$ cat src/rtl/uart_rx_os.sv
// uart_rx_os: oversampling UART receiver with optional parity, frame/parity error flags
module uart_rx_os #(
  parameter int DBIT    = 8,
  parameter int OS      = 16,
  parameter int SB_TICK = 16
) (
  input  logic       clk,
  input  logic       rst,
  input  logic       s_tick,
  input  logic       rx,
  input  logic       parity_en,
  input  logic       parity_odd,
  output logic [7:0] rx_dout,
  output logic       rx_done_tick,
  output logic       frame_err,
  output logic       parity_err,
  output logic       busy
);
  localparam int SMAX = (OS > SB_TICK) ? OS : SB_TICK;
  localparam int SW   = $clog2(SMAX);
  localparam int NW   = $clog2(DBIT);
  typedef enum logic [2:0] {IDLE, START, DATA, PARITY, STOP} state_t;
  state_t          state_q, state_d;
  logic [SW-1:0]   s_cnt_q, s_cnt_d;
  logic [NW-1:0]   n_cnt_q, n_cnt_d;
  logic [DBIT-1:0] data_q, data_d;
  logic [2:0]      sync_q, sync_d;
  logic            pen_q, pen_d, podd_q, podd_d, p_q, p_d;
  logic [7:0]      dout_q, dout_d;
  logic            done_q, done_d, ferr_q, ferr_d, perr_q, perr_d;
  logic            rx_s, rx_p;
  assign rx_s = sync_q[1];
  assign rx_p = sync_q[2];
  always_comb begin
    sync_d  = {sync_q[1:0], rx};
    state_d = state_q;
    s_cnt_d = s_cnt_q;
    n_cnt_d = n_cnt_q;
    data_d  = data_q;
    pen_d   = pen_q;
    podd_d  = podd_q;
    p_d     = p_q;
    dout_d  = dout_q;
    done_d  = 1'b0;
    ferr_d  = ferr_q;
    perr_d  = perr_q;
    case (state_q)
      IDLE: if (rx_p && !rx_s) begin
        state_d = START;
        s_cnt_d = '0;
        pen_d   = parity_en;
        podd_d  = parity_odd;
      end
      START: if (s_tick) begin
        if (s_cnt_q == SW'(OS / 2 - 1)) begin
          state_d = rx_s ? IDLE : DATA;
          s_cnt_d = '0;
          n_cnt_d = '0;
        end else s_cnt_d = s_cnt_q + 1'b1;
      end
      DATA: if (s_tick) begin
        if (s_cnt_q == SW'(OS - 1)) begin
          data_d  = {rx_s, data_q[DBIT-1:1]};
          s_cnt_d = '0;
          if (n_cnt_q == NW'(DBIT - 1)) state_d = pen_q ? PARITY : STOP;
          else n_cnt_d = n_cnt_q + 1'b1;
        end else s_cnt_d = s_cnt_q + 1'b1;
      end
      PARITY: if (s_tick) begin
        if (s_cnt_q == SW'(OS - 1)) begin
          p_d     = rx_s;
          s_cnt_d = '0;
          state_d = STOP;
        end else s_cnt_d = s_cnt_q + 1'b1;
      end
      STOP: if (s_tick) begin
        if (s_cnt_q == SW'(SB_TICK - 1)) begin
          state_d = IDLE;
          done_d  = 1'b1;
          dout_d  = 8'(data_q);
          ferr_d  = ~rx_s;
          perr_d  = pen_q & (^data_q ^ p_q ^ podd_q);
        end else s_cnt_d = s_cnt_q + 1'b1;
      end
      default: state_d = IDLE;
    endcase
  end
  always_ff @(posedge clk) begin
    if (!rst) begin
      state_q <= IDLE;
      s_cnt_q <= '0;
      n_cnt_q <= '0;
      data_q  <= '0;
      sync_q  <= 3'b111;
      pen_q   <= 1'b0;
      podd_q  <= 1'b0;
      p_q     <= 1'b0;
      dout_q  <= '0;
      done_q  <= 1'b0;
      ferr_q  <= 1'b0;
      perr_q  <= 1'b0;
    end else begin
      state_q <= state_d;
      s_cnt_q <= s_cnt_d;
      n_cnt_q <= n_cnt_d;
      data_q  <= data_d;
      sync_q  <= sync_d;
      pen_q   <= pen_d;
      podd_q  <= podd_d;
      p_q     <= p_d;
      dout_q  <= dout_d;
      done_q  <= done_d;
      ferr_q  <= ferr_d;
      perr_q  <= perr_d;
    end
  end
  assign rx_dout      = dout_q;
  assign rx_done_tick = done_q;
  assign frame_err    = ferr_q;
  assign parity_err   = perr_q;
  assign busy         = state_q != IDLE;
endmodule
$ cat config.mk
export PLATFORM = sky130hd
export DESIGN_NAME = uart_rx_os
export DESIGN_NICKNAME = d
export VERILOG_FILES = /design/src/rtl/uart_rx_os.sv
export SDC_FILE = /design/constraint.sdc
export NUM_CORES = 1
export LEC_CHECK = 0
export CAP_MARGIN = 0
export CORE_MARGIN = 2
export CORE_UTILIZATION = 40
export CTS_CLUSTER_SIZE = 12
export DETAILED_ROUTE_END_ITERATION = 16
export DONT_BUFFER_PORTS = 1
export GPL_TIMING_DRIVEN = 1
export SLEW_MARGIN = 20
export SYNTH_ARGS = -nofsm -noshare
export SYNTH_HDL_FRONTEND = slang
export SYNTH_SLANG_ARGS = --single-unit
$ cat constraint.sdc
create_clock -name clk -period 2.6 [get_ports clk]
set_input_delay 0.65 -clock clk [delete_from_list [all_inputs] [get_ports clk]]
set_output_delay 0.65 -clock clk [all_outputs]
set_load 0.03 [all_outputs]
==> flow_summary.yaml <==
run_status:
  outcome: "finished clean"
synthesis:
  yosys_warnings: 0
  synthArstFlopShare: 0
  synth_seq_cells: 35
  syn-num-nets: 198
  netlist_area_mm2: 0.001690
  syn_inst: 189
  yosysSeqAreaShare: 0.4145
  synth_edf_count: 0
  ys_types: 41
  synth.avg_cell_area_um2: 8.944
  synth_flop_cell: "dfxtp_1"
power_and_ir_drop:
  p_per_area_mw_per_mm2: 528.2
  leakagePower_uw: 0.0005581
  max-vdd-ir-drop_v: 0.0002977
  p_total_uw: 947.0
drt:
  wl_per_cell_um: 13.48
  drc: 0
  vias: 1273
  vias_per_cell: 5.394
  postRouteAntennaNets: 0
  drt-initial-drc-count: 63
  drtPass1Iterations: 4
  drt_wl_total_mm: 3.181
floorplanning:
  core.rowCount: 23
  die_y_um: 69.01
  die-area_mm2: 0.004762
  die_w_um: 69.01
  start_util: 0.4196
  core-area_mm2: 0.004029
  ios: 18
clock_network:
  postCtsHoldBufs: 0
  post_cts_buffers: 0
  clk_path_buf_depth: 2
  clkSinkCount: 35
  clk_latency_ps: 280
  path_clk_slew_ps: 70
  cts-root-buf: "clkbuf_8"
  cts_resized: 0
  cts_inserted_buffers: 5
  tritoncts: "done"
  htreeDepth: 2
grt:
  grt_pass1_vias: 1215
  grt_use_total: 0.1419
  antenna_found_initial: 0
  grt_overflow: 0
  grt_pass1_wl_mm: 5.533
  grt_start_max_net_pins: 40
placement:
  port_buffers: 0
  hpwl_mm: 2.253
  globalplace.congestion: 0.8366
  pre_cts_ws_ps: 607.9
worst_setup_path:
  critPathLaunch: "n_cnt_q[0]$_SDFFE_PN0P_"
  crit_fanout: 6
  cp.arrival_ps: 2220
  critPathKind: "reg2reg"
  cpMaxStageDelayCell: "or3_1"
  end_kind: "flop"
  crit_chain: "ha_1 -> ha_1 -> nor4bb_1 -> a21oi_1 -> or3_1 -> or3_1 -> a21boi_0"
  slowest_delay_ps: 400
  start_kind: "flop"
  cp_data_required_time_ps: 2800
  r2r_start: "n_cnt_q[0]$_SDFFE_PN0P_"
timing:
  worst_slack_ps: 582.9
  fin_crit_ps: 2017
  hold_violations: 0
  rsz0062_at_grt: "false"
  fin_crit_sh: 0.7758
  worstMarginPinSlew_ps: 562.2
  setup_violations: 0
  maxSlewHeadroom: 0.6234
  tns_ps: 0
  max_freq_mhz: 495.8
  slew_viol_final: 0
  clock-skew-final_ps: 8.499
cells_and_area:
  areaGrowthSynthToFinish_pct: 6.070
  nNetsFinal: 194
  diodes: 0
  final_cell_mix: "35 x dfxtp_1, 28 x nand2_1, 13 x nor2b_1"
  final_common_cell: "dfxtp_1"
  drive_above_1_share: 0.06452
job:
  max_cap_viol_count: 0
hold_path:
  min_from: "sync_q[0]$_SDFF_PN1_"
  hold_path_class: "reg2reg"
-- where the power goes --
group / total [µW] / internal, µW / switching [µW]
Combinational: 29.2 / 16.1 / 13.1
Clock: 371 / 188 / 184
Sequential: 546 / 540 / 6.29
Total: 947 / 744 / 203
-- flip-flops by register name (all words and copies together) (netlist names), 3 cells and up --
signal	flops
n_cnt_q	3
s_cnt_q	4
state_q	3
data_q	8
sync_q	3
rx_dout	8
-- final cells by class --
cell class	count	area, µm²
flip-flops and latches	35	700.7
clock inverters	1	5.005
inverters	3	11.26
well taps	50	62.56
fillers	414	2236
clock buffers	7	76.32
multi-input cells	140	937.1
-- synth_stat cells, drive strengths merged (2+ instances only) --
library cell	count	area, µm²
a21boi	13	97.59
a21oi	4	20.02
a31oi	2	12.51
and2	3	18.77
clkbuf	11	41.29
dfxtp	35	700.7
ha	3	37.54
inv	3	11.26
mux2i	11	110.1
nand2	28	105.1
nand2b	3	18.77
nand3	5	25.02
nand4	4	31.28
nor2	5	21.27
nor2b	13	81.33
nor3b	4	30.03
nor4bb	2	20.02
o211ai	2	15.01
o21a	2	15.01
o21ai	6	30.03
or3	6	42.54
or3b	4	37.54
xnor2	8	70.07
-- path summary, 6_finish.rpt --
check | cells past startpoint | endpoint | slack, ps
worst max-delay path | 7 | n_cnt_q[2]$_SDFFE_PN0P_ | 580
worst min-delay path | 1 | sync_q[1]$_SDFF_PN1_ | 430
worst max register to register | 7 | n_cnt_q[2]$_SDFFE_PN0P_ | 580
worst min register to register | 1 | sync_q[1]$_SDFF_PN1_ | 430
-- worst max-delay path: cells and delay by family, from the launching register on --
family	cells	cell delay (ps)
AND/OR/NAND/NOR	3	980
adder cells (fa/ha/maj)	2	390
flip-flops	1	320
AO/OA/AOI/OAI	2	230
-- metal layers --
layer / part of all wire / wire, µm / GRT usage
met1: 0.45 / 1437 / 0.1636
met2: 0.48 / 1522 / 0.2382
met3: 0.051 / 162 / 0.04532
met4: 0.019 / 59 / 0.06536
met5: 0 / 0 / 0
-- per-stage QoR --
step | hold slack, ps | instance area [µm²] | instances | utilization
global route | 432.7 | 1793 | 236 | 0.4450
detailed placement | 409.5 | 1712 | 228 | 0.4248
finish | 427.6 | 1793 | 236 | 0.4450
CTS | 426.8 | 1793 | 236 | 0.4450
floorplan | 386.3 | 1690 | 189 | -
global placement | 391.8 | 1712 | 228 | 0.4248
-- logic make-up (layout without fill, tap and decap cells) --
family	count (synthesis)	after routing	share of synthesized area
mux	11	11	0.06514
fa+ha+maj	3	3	0.02221
simple gates	84	84	0.2872
compound gates	33	33	0.1332
buf+inv	14	11	0.03109
xor+xnor	9	9	0.04663
flops	35	35	0.4145
(Power assumes the default switching activity.)
